==> src/rtl/axi_pkg.sv <==
// Shared types for the AXI outstanding-transaction limiter: counter widths and
// a compact AXI request/response payload used as the default bus type.
package axi_pkg;

  localparam int unsigned CntW   = 8;
  localparam int unsigned StallW = 32;
  localparam int unsigned IdW    = 4;
  localparam int unsigned AddrW  = 32;
  localparam int unsigned DataW  = 32;

  typedef logic [CntW-1:0]   cnt_t;
  typedef logic [StallW-1:0] stall_cnt_t;

  typedef struct packed {
    logic [IdW-1:0]   id;
    logic [AddrW-1:0] addr;
    logic [7:0]       len;
  } ax_chan_t;

  typedef struct packed {
    logic [DataW-1:0]   data;
    logic [DataW/8-1:0] strb;
    logic               last;
  } w_chan_t;

  typedef struct packed {
    logic [IdW-1:0] id;
    logic [1:0]     resp;
  } b_chan_t;

  typedef struct packed {
    logic [IdW-1:0]   id;
    logic [DataW-1:0] data;
    logic [1:0]       resp;
    logic             last;
  } r_chan_t;

  typedef struct packed {
    ax_chan_t aw;
    logic     aw_valid;
    w_chan_t  w;
    logic     w_valid;
    logic     b_ready;
    ax_chan_t ar;
    logic     ar_valid;
    logic     r_ready;
  } req_t;

  typedef struct packed {
    logic    aw_ready;
    logic    w_ready;
    b_chan_t b;
    logic    b_valid;
    logic    ar_ready;
    r_chan_t r;
    logic    r_valid;
  } rsp_t;

endpackage

==> src/rtl/axi_txn_counter.sv <==
// Saturating-at-zero outstanding-transaction counter with full flag and sticky underflow.
module axi_txn_counter
  import axi_pkg::*;
(
  input  logic clk_i,
  input  logic rst_i,
  input  logic inc,
  input  logic dec,
  input  cnt_t max,
  output cnt_t cnt,
  output logic full,
  output logic underflow
);

  cnt_t cnt_q;
  logic uf_q;

  // Simultaneous inc and dec cancel; a dec at zero holds zero and flags an error.
  always_ff @(posedge clk_i) begin
    if (rst_i) begin
      cnt_q <= '0;
      uf_q  <= 1'b0;
    end else if (inc && !dec) begin
      cnt_q <= cnt_q + cnt_t'(1);
    end else if (dec && !inc) begin
      if (cnt_q == '0) uf_q  <= 1'b1;
      else             cnt_q <= cnt_q - cnt_t'(1);
    end
  end

  assign cnt       = cnt_q;
  assign full      = (cnt_q == max);
  assign underflow = uf_q;

  // Upstream gating must keep the count from ever passing its limit.
  a_cnt_le_max: assert property (@(posedge clk_i) disable iff (rst_i) cnt_q <= max);

endmodule

==> src/rtl/axi_outstanding_limiter.sv <==
// Caps outstanding AXI writes/reads by gating AW/AR valid/ready; zero added latency.
// Optional stall statistics enabled with AXI_OUTSTANDING_LIMITER_STATS_EN.
module axi_outstanding_limiter #(
  parameter type         axi_req_t = axi_pkg::req_t,
  parameter type         axi_rsp_t = axi_pkg::rsp_t,
  parameter int unsigned MaxWrTxns = 4,
  parameter int unsigned MaxRdTxns = 4
) (
  input  logic                clk_i,
  input  logic                rst_i,
  input  axi_req_t            slv_req_i,
  output axi_rsp_t            slv_resp_o,
  output axi_req_t            mst_req_o,
  input  axi_rsp_t            mst_resp_i,
  output axi_pkg::cnt_t       wr_cnt_o,
  output axi_pkg::cnt_t       rd_cnt_o,
  output logic                err_o,
  output axi_pkg::stall_cnt_t aw_stall_cnt_o,
  output axi_pkg::stall_cnt_t ar_stall_cnt_o
);

  logic wr_full, rd_full;
  logic wr_uf, rd_uf;
  logic aw_hs, b_hs, ar_hs, r_last_hs;

  // Everything passes straight through except the AW/AR valid/ready pairs.
  always_comb begin
    mst_req_o           = slv_req_i;
    mst_req_o.aw_valid  = slv_req_i.aw_valid & ~wr_full;
    mst_req_o.ar_valid  = slv_req_i.ar_valid & ~rd_full;
    slv_resp_o          = mst_resp_i;
    slv_resp_o.aw_ready = mst_resp_i.aw_ready & ~wr_full;
    slv_resp_o.ar_ready = mst_resp_i.ar_ready & ~rd_full;
  end

  assign aw_hs     = slv_req_i.aw_valid & mst_resp_i.aw_ready & ~wr_full;
  assign ar_hs     = slv_req_i.ar_valid & mst_resp_i.ar_ready & ~rd_full;
  assign b_hs      = mst_resp_i.b_valid & slv_req_i.b_ready;
  assign r_last_hs = mst_resp_i.r_valid & slv_req_i.r_ready & mst_resp_i.r.last;

  axi_txn_counter u_wr_cnt (
    .clk_i     (clk_i),
    .rst_i     (rst_i),
    .inc       (aw_hs),
    .dec       (b_hs),
    .max       (axi_pkg::cnt_t'(MaxWrTxns)),
    .cnt       (wr_cnt_o),
    .full      (wr_full),
    .underflow (wr_uf)
  );

  axi_txn_counter u_rd_cnt (
    .clk_i     (clk_i),
    .rst_i     (rst_i),
    .inc       (ar_hs),
    .dec       (r_last_hs),
    .max       (axi_pkg::cnt_t'(MaxRdTxns)),
    .cnt       (rd_cnt_o),
    .full      (rd_full),
    .underflow (rd_uf)
  );

  assign err_o = wr_uf | rd_uf;

`ifdef AXI_OUTSTANDING_LIMITER_STATS_EN
  axi_pkg::stall_cnt_t aw_stall_q, ar_stall_q;

  // Cycles where an address request waits on a full limiter, saturating.
  always_ff @(posedge clk_i) begin
    if (rst_i) begin
      aw_stall_q <= '0;
      ar_stall_q <= '0;
    end else begin
      if (slv_req_i.aw_valid && wr_full && (aw_stall_q != '1))
        aw_stall_q <= aw_stall_q + axi_pkg::stall_cnt_t'(1);
      if (slv_req_i.ar_valid && rd_full && (ar_stall_q != '1))
        ar_stall_q <= ar_stall_q + axi_pkg::stall_cnt_t'(1);
    end
  end

  assign aw_stall_cnt_o = aw_stall_q;
  assign ar_stall_cnt_o = ar_stall_q;
`else
  assign aw_stall_cnt_o = '0;
  assign ar_stall_cnt_o = '0;
`endif

endmodule

==> config.mk <==
export PLATFORM = sky130hd
export DESIGN_NAME = axi_outstanding_limiter
export DESIGN_NICKNAME = d
export VERILOG_FILES = /design/src/rtl/axi_pkg.sv /design/src/rtl/axi_txn_counter.sv /design/src/rtl/axi_outstanding_limiter.sv
export SDC_FILE = /design/constraint.sdc
export NUM_CORES = 1
export LEC_CHECK = 0
export CAP_MARGIN = 15
export CORE_AREA = 2 2 173 175
export DETAILED_ROUTE_END_ITERATION = 7
export DIE_AREA = 0 0 175 177
export GPL_ROUTABILITY_DRIVEN = 0
export GPL_TIMING_DRIVEN = 0
export PLACE_DENSITY_LB_ADDON = 0.12
export REMOVE_ABC_BUFFERS = 1
export SLEW_MARGIN = 15
export SYNTH_ARGS = -nofsm -noshare
export SYNTH_HDL_FRONTEND = slang
export SYNTH_SLANG_ARGS = --single-unit
==> constraint.sdc <==
create_clock -name clk_i -period 6.45 [get_ports clk_i]
set_input_delay 1.29 -clock clk_i [delete_from_list [all_inputs] [get_ports clk_i]]
set_output_delay 1.29 -clock clk_i [all_outputs]
set_load 0.005 [all_outputs]
==> results of run 1 <==
## report_power, final
group          switching (mW)  internal (mW)
registers              0.0864          0.158
clock network          0.0504         0.0947
logic                   0.352          0.358
## cells in the final DEF, fill, tap and decap left out, types with 4 or more instances in the layout
master and instances:
sky130_fd_sc_hd__ha_1 16, sky130_fd_sc_hd__xnor2_1 8, sky130_fd_sc_hd__nor2_1 10, sky130_fd_sc_hd__nand2_1 19
sky130_fd_sc_hd__inv_1 5, sky130_fd_sc_hd__nand2b_1 5, sky130_fd_sc_hd__clkdlybuf4s50_1 36, sky130_fd_sc_hd__a211oi_2 4
sky130_fd_sc_hd__nand3_1 4, sky130_fd_sc_hd__and2_1 4, sky130_fd_sc_hd__dfxtp_1 18, sky130_fd_sc_hd__a21oi_1 12
sky130_fd_sc_hd__a21o_1 6, sky130_fd_sc_hd__conb_1 64
## registers in the layout (all words and copies together) (netlist names)
register            flops
u_rd_cnt.cnt            8
u_wr_cnt.cnt            8
u_rd_cnt.underflow      1
u_wr_cnt.underflow      1
## worst max-delay path, delay by kind of cell
kind                       cells  cell delay, ps
muxes                          2             600
adders and majority gates      2             600
buffers and inverters          3             770
and+or+nand+nor                3             390
AOI/OAI and AO/OA              2             560
## per-stage QoR
| stage | hold WS, ps | area [um^2] |
|---|---|---|
| floorplan | 432 | 1610 |
| global placement | 464 | 2460 |
| detailed placement | 483 | 2460 |
| CTS | 498 | 2540 |
| global route | 535 | 2540 |
| finish | 502 | 2540 |
## routing by layer
layer | routed length, um | global-route usage (%)
met5 | 0 | 0
met4 | 748 | 3.19
met3 | 13900 | 41.8
met2 | 23000 | 51.8
met1 | 2990 | 4.68
## cells by family (layout without fill, tap and decap cells)
kind of cell	after synthesis	count (layout)
and+or+nand+nor	52	52
adders and majority gates	18	18
muxes	4	4
AOI/OAI and AO/OA	44	44
DFF	18	18
buffers and inverters	249	46
other	1	64
xor gates and xnor gates	10	10
## worst max path at each step
stage | startpoint | end | slack (ps) | cells past startpoint
2_1_floorplan | slv_req_i[1] | u_rd_cnt.cnt[7] | 2960 | 11
3_3_place_gp | mst_resp_i[49] | u_wr_cnt.cnt[7] | 2050 | 12
3_5_place_dp | mst_resp_i[49] | u_wr_cnt.cnt[7] | 2120 | 12
4_1_cts | mst_resp_i[49] | u_wr_cnt.cnt[7] | 2350 | 12
5_1_grt | mst_resp_i[49] | u_wr_cnt.cnt[7] | 2200 | 12
6_report | mst_resp_i[49] | u_wr_cnt.cnt[7] | 2400 | 12
## area by class of cell
cell class	count	area, um^2	area share [%]
Clock buffer	4	88.8	3.49
Inverter	6	22.5	0.885
Multi-Input combinational cell	192	1220	48.1
Sequential cell	18	360	14.2
Tap cell	390	488	19.2
Timing Repair Buffer	36	360	14.2
==> impl_results.rst, run 1 <==
.. list-table::
   :header-rows: 1

   * - Metric
     - Value
   * - Run status
     - complete, no violations
   * - Part of the Yosys area used for sequential elements
     - 11.3%
   * - Slowest-stage cell, CP
     - sky130_fd_sc_hd__clkdlybuf4s50_1
   * - Largest net degree at the start of global routing
     - 23
   * - Total chip power
     - 1.10 mW
   * - Max-Slew Margin vs Limit
     - 26.1%
   * - Largest fanout of any net on the critical path
     - 8
   * - Required arrival time at the worst endpoint
     - 6590 ps
   * - End of the worst hold path
     - u_rd_cnt.underflow
   * - Fill cell total of the finished layout
     - 3414
   * - Clock skew
     - 2.20 ps
   * - Stage delay of the slowest cell on the critical path
     - 520 ps
   * - Post-CTS setup repair buffer count
     - 0
   * - Dominant synthesized flop cell
     - sky130_fd_sc_hd__dfxtp_1
   * - Pwr Density
     - 432 nW/um^2
   * - Cells after synthesis
     - 396
   * - Min-Delay Path Depth
     - 2
   * - WL per Instance
     - 62.9 um
   * - Unique cell type count in the Yosys netlist
     - 39
   * - DRC violation total after the first TritonRoute iteration
     - 79
   * - Crit path kind
     - input pin to flop
   * - Netlist area before placement
     - 3190 um^2
   * - Peak supply drop
     - 0.162 mV
   * - Starting Density
     - 10.9%
   * - Warning count from the yosys run
     - 0
   * - Vias per cell
     - 2.98
   * - Total wirelength of the detailed-routed design
     - 40600 um
   * - Final setup fails
     - 0
   * - Async set-reset flop share out of synthesis
     - 0%
   * - 1st-pass router iterations
     - 4
   * - Final hold violation count
     - 0
   * - Antenna Violating Nets Remaining
     - 0
   * - Period utilization
     - 62.9%
   * - Xor-xnor portion of the synthesized cell area
     - 2.75%
   * - #FFs+latches synth
     - 18
   * - P&R area growth vs syn
     - -20.1%
   * - Worst-case register-to-register setup slack
     - 2740 ps
   * - Max-slew violation count
     - 0
   * - Final core occ
     - 8.70%
   * - Maximum buffer depth of the clock tree
     - 2
   * - Die Outline Area
     - 31000 um^2
   * - Final setup slack of the worst path
     - 2400 ps
   * - Highest attainable clock frequency
     - 247 MHz
   * - Antenna violations before repair
     - 0
   * - Cell at the root of the clock tree
     - sky130_fd_sc_hd__clkbuf_16
   * - Clock tree from TritonCTS
     - yes
   * - GRT overflow
     - 0
   * - Count of cells along the worst register-to-register path
     - 13
   * - IO buf count
     - 36
   * - Rows
     - 63
   * - Hold buffers post-CTS
     - 0
   * - DRC violations left
     - 0
   * - Total Neg Setup Slack
     - 0 ps
   * - I/O pin count
     - 443
   * - Class of the tightest hold or removal check
     - flop to flop
   * - CTS-repair resized insts
     - 0
   * - Time the worst path needs with I/O delays and setup
     - 4050 ps
   * - Crit-path cells
     - clkdlybuf4s50_1, and2_1, nand2_1, inv_2, ha_1, inv_1, ha_1, o21ai_0, nor3_1, a211oi_2, mux2i_1, mux2_1
   * - Final non-filler cell total
     - 646
   * - Worst Setup Slack post-DPL
     - 2120 ps
   * - Placed cell count
     - 642
   * - Area fraction in compound gates after synthesis
     - 10.4%
   * - Most frequent cell after synthesis
     - sky130_fd_sc_hd__buf_4
   * - Worst r2r src
     - u_rd_cnt.cnt[0]
   * - Top post-synthesis cells by area
     - sky130_fd_sc_hd__buf_4 57%, sky130_fd_sc_hd__dfxtp_1 11%, sky130_fd_sc_hd__ha_1 6.3%
   * - Vias post-DR
     - 1923
   * - Core Region
     - 29200 um^2
   * - CTS clock-pin slew for the worst setup and hold paths
     - 60 ps
   * - Critical path's most frequent cell
     - sky130_fd_sc_hd__ha_1
   * - Total number of nets in the final design
     - 457
   * - Crit end category
     - flop
   * - Post-Synth Adder-Cell Area
     - 7.54%
   * - DIE HEIGHT
     - 177 um
   * - CTS buffer count
     - 3
   * - Worst skew pair latency
     - 250 ps
   * - Mean post-synth cell area
     - 8.04 um^2
   * - Combinational family with the most area after synthesis
     - buffers and inverters
   * - Width of the chip
     - 175 um
   * - Post-synth EDFFs
     - 0
   * - Sinks on Clock Net
     - 18
   * - Kind of start point of the critical path
     - input pin
   * - Data arrival time of the worst path
     - 4200 ps
   * - End of the worst register-to-register path
     - u_rd_cnt.cnt[7]
   * - Slew at the pin closest to its max-slew limit
     - 1100 ps
   * - Mux cell area share after synthesis
     - 1.34%
   * - Max H-tree Level
     - 1
   * - N_diodes
     - 0
   * - Launch point of the worst hold path
     - u_rd_cnt.underflow
   * - Share of the synthesized area in the top cell type
     - 56.6%
   * - First-pass GRT wire length
     - 44200 um
   * - Biggest area consumer among synthesized cells
     - sky130_fd_sc_hd__buf_4
   * - Vias in the first global route
     - 1603
   * - Total Routing Usage GR
     - 25.3%
   * - Post-Synth Simple-Gate Area
     - 8.92%
   * - Max capacitance violation total
     - 0
   * - Leakage dissipation
     - 0.984 nW
   * - Post-detail-place hpwl
     - 39400 um
   * - Share of final-layout standard cells stronger than drive strength 1
     - 6.25%
   * - Most frequent cells after synthesis
     - 240 x sky130_fd_sc_hd__buf_4, 19 x sky130_fd_sc_hd__nand2_1, 18 x sky130_fd_sc_hd__dfxtp_1, 16 x sky130_fd_sc_hd__ha_1, 12 x sky130_fd_sc_hd__a21oi_1
   * - Unrepaired setup endpoints after global routing
     - false
No activity file was read; power rests on OpenSTA's default activity.
==> run 2: changes to the inputs <==
- CORE_AREA: 2 2 173 175 -> 2 2 174 176
- DIE_AREA: 0 0 175 177 -> 0 0 176 178
- clock period: 6.45 -> 4.2 ns (I/O delays scaled with it)
==> run 2 against run 1 <==
  * Non-clock buffer count did not move
  * Highest routed layer is now met5
  * First-iteration DRC count rose by 24%
  * Via count rose by 1.7%
  * Total power rose by 55%
  * Flip-flop and latch count did not move
  * Clock power rose by 54%
  * Register-to-register slack got worse by 2300 ps
  * Worst setup slack got worse by 1900 ps
  * Final area did not move
  * Count of clock-buffer cells in the layout did not move
  * Core utilization barely moved
  * Sequential share of layout area did not move
==> impl_results.rst, run 2 (same netlist as run 1, synthesis figures left out) <==
.. list-table::
   :header-rows: 1

   * - Metric
     - Value
   * - Clock tree from TritonCTS
     - yes (unchanged)
   * - Worst r2r src
     - u_rd_cnt.cnt[4] (was u_rd_cnt.cnt[0])
   * - Post-CTS setup repair buffer count
     - 0 (unchanged)
   * - Total wirelength of the detailed-routed design
     - 41100 um (was 40600 um)
   * - WHS
     - 475 ps (was 502 ps)
   * - Portion of total power attributed to the clock network
     - 13.0% (was 13.2%)
   * - Total chip power
     - 1.71 mW (was 1.10 mW)
   * - Rows
     - 63 (unchanged)
   * - Cell at the root of the clock tree
     - sky130_fd_sc_hd__clkbuf_16 (unchanged)
   * - Switching Fraction
     - 44.9% (was 44.4%)
   * - Gate power share
     - 64.9% (was 64.6%)
   * - Core Region
     - 29400 um^2 (was 29200 um^2)
   * - Antenna Violating Nets Remaining
     - 0 (unchanged)
   * - First-pass GRT wire length
     - 44500 um (was 44200 um)
   * - Leakage dissipation
     - 0.984 nW (unchanged)
   * - Time the worst path needs with I/O delays and setup
     - 3750 ps
   * - Hold buffers post-CTS
     - 0 (unchanged)
   * - Switching power
     - 0.766 mW (was 0.489 mW)
   * - Vias in the first global route
     - 1652 (was 1603)
   * - Sinks on Clock Net
     - 18 (unchanged)
   * - Clock skew
     - 1.72 ps (was 2.20 ps)
   * - Launch point of the worst hold path
     - u_rd_cnt.underflow (unchanged)
   * - Total Neg Setup Slack
     - 0 ps (unchanged)
   * - Peak supply drop
     - 0.191 mV (was 0.162 mV)
   * - Kind of start point of the critical path
     - flop (was input pin)
   * - DIE HEIGHT
     - 178 um (was 177 um)
   * - Post-detail-place hpwl
     - 39800 um (was 39400 um)
   * - IO buf count
     - 36 (unchanged)
   * - Final hold violation count
     - 0 (unchanged)
   * - Highest attainable clock frequency
     - 267 MHz
   * - DRC violation total after the first TritonRoute iteration
     - 98 (was 79)
   * - Unrepaired setup endpoints after global routing
     - false (unchanged)
   * - Worst skew pair latency
     - 250 ps (about the same)
   * - Required arrival time at the worst endpoint
     - 4340 ps (was 6590 ps)
   * - DRC violations left
     - 0 (unchanged)
   * - N_diodes
     - 0 (unchanged)
   * - Vias per cell
     - 3.03 (was 2.98)
   * - WL per Instance
     - 63.6 um (was 62.9 um)
   * - Max-Slew Margin vs Limit
     - 23.4% (was 26.1%)
   * - Fill cell total of the finished layout
     - 3433 (was 3414)
   * - Max H-tree Level
     - 1 (unchanged)
   * - Register share of total power
     - 22.1% (was 22.2%)
   * - Vias post-DR
     - 1955 (was 1923)
   * - CTS buffer count
     - 3 (unchanged)
   * - Placed cell count
     - 642 (unchanged)
   * - Max-slew violation count
     - 0 (unchanged)
   * - Starting Density
     - 10.8% (was 10.9%)
   * - Total number of nets in the final design
     - 457 (unchanged)
   * - Crit path kind
     - flop to flop (was input pin to flop)
   * - CTS-repair resized insts
     - 0 (unchanged)
   * - Slew at the pin closest to its max-slew limit
     - 1140 ps (was 1100 ps)
   * - Pwr Density
     - 670 nW/um^2 (was 432 nW/um^2)
   * - Final setup fails
     - 0 (unchanged)
   * - CTS clock-pin slew for the worst setup and hold paths
     - 60 ps (about the same)
   * - Most common cell after layout, fill and taps aside
     - sky130_fd_sc_hd__conb_1 (unchanged)
   * - Worst setup path startpoint
     - u_rd_cnt.cnt[4] (was mst_resp_i[49])
   * - Maximum buffer depth of the clock tree
     - 2 (unchanged)
   * - GRT overflow
     - 0 (unchanged)
   * - Die Outline Area
     - 31300 um^2 (was 31000 um^2)
   * - P&R area growth vs syn
     - -20.1% (unchanged)
   * - Crit end category
     - flop (unchanged)
   * - Share of final-layout standard cells stronger than drive strength 1
     - 6.25% (unchanged)
   * - Max capacitance violation total
     - 0 (unchanged)
   * - Data arrival time of the worst path
     - 3890 ps (was 4200 ps)
   * - 1st-pass router iterations
     - 5 (was 4)
   * - Worst Setup Slack post-DPL
     - 252 ps (was 2120 ps)
   * - Final setup slack of the worst path
     - 454 ps (was 2400 ps)
   * - Largest fanout of any net on the critical path
     - 8 (unchanged)
   * - Run status
     - complete, no violations (unchanged)
   * - Total Routing Usage GR
     - 25.4% (was 25.3%)
   * - I/O pin count
     - 443 (unchanged)
   * - Antenna violations before repair
     - 0 (unchanged)
   * - Cell-internal power
     - 0.940 mW (was 0.611 mW)
   * - Final non-filler cell total
     - 646 (unchanged)
   * - Top library cells by usage in the layout, fill and taps aside
     - 64 x sky130_fd_sc_hd__conb_1, 36 x sky130_fd_sc_hd__clkdlybuf4s50_1, 19 x sky130_fd_sc_hd__nand2_1 (unchanged)
   * - Period utilization
     - 89.2%
   * - Largest net degree at the start of global routing
     - 23 (unchanged)
   * - Width of the chip
     - 176 um (was 175 um)
   * - Class of the tightest hold or removal check
     - flop to flop (unchanged)
-- run 2: cell counts in the layout (fill, tap and decap cells not counted) --
Identical to the previous run, type by type.
-- run 2: cell type report --
class,instances,area (um^2),area share (%)
inverter,6,22.5,0.885
sequential,18,360,14.2
tap,390,488,19.2
timing repair buffer,36,360,14.2
clock buffer,4,88.8,3.49
multi-input combinational,192,1220,48.1
-- run 2: routing by layer --
| layer | vias to the layer above | track usage, % | share of wire, % | routed length, um |
|---|---|---|---|---|
| met2 | 419 | 51.1 | 56 | 23100 |
| met1 | 814 | 6.64 | 9.6 | 3930 |
| met3 | 16 | 39.7 | 33 | 13400 |
| li1 | 702 | - | - | - |
| met5 | - | 4.65 | 0.33 | 134 |
| met4 | 4 | 2.41 | 1.1 | 453 |
-- run 2: power groups by stage --
stage | Combinational [mW] | Sequential [mW] | Clock [mW]
floorplan | 0.740 | 0.342 | 0
global placement | 1.12 | 0.388 | 0
detailed placement | 1.11 | 0.386 | 0
CTS | 1.12 | 0.384 | 0.233
global route | 1.21 | 0.393 | 0.242
finish | 1.11 | 0.376 | 0.223
-- run 2: metrics by stage --
stage / utilization, % / area, um^2
floorplan: - / 1610
global placement: 8.35 / 2460
detailed placement: 8.35 / 2460
CTS: 8.66 / 2540
global route: 8.66 / 2540
finish: 8.66 / 2540
-- run 2: worst paths after layout --
path | endpoint | slack, ps | cells past startpoint
setup / recovery | u_rd_cnt.cnt[7] | 450 | 13
hold / removal | u_rd_cnt.underflow | 480 | 2
setup reg to reg | u_rd_cnt.cnt[7] | 450 | 13
hold reg to reg | u_rd_cnt.underflow | 480 | 2
-- run 2: worst max-delay path, stage by stage (launching register included) --
cell and delay, ps:
sky130_fd_sc_hd__dfxtp_1 350, sky130_fd_sc_hd__nor3_1 540, sky130_fd_sc_hd__nand3_1 220, sky130_fd_sc_hd__and2_1 220
sky130_fd_sc_hd__nand2_1 110, sky130_fd_sc_hd__inv_1 50, sky130_fd_sc_hd__ha_1 230, sky130_fd_sc_hd__inv_1 250
sky130_fd_sc_hd__ha_1 320, sky130_fd_sc_hd__a211oi_2 350, sky130_fd_sc_hd__nor4b_2 110, sky130_fd_sc_hd__a211oi_2 250
sky130_fd_sc_hd__mux2i_1 280, sky130_fd_sc_hd__mux2_1 340
==> run 3: changes to the inputs <==
- ABC_CLOCK_PERIOD_IN_PS: default -> 4200
==> results of run 3 <==
Final layout, timing and power as in run 2 (identical DEF).
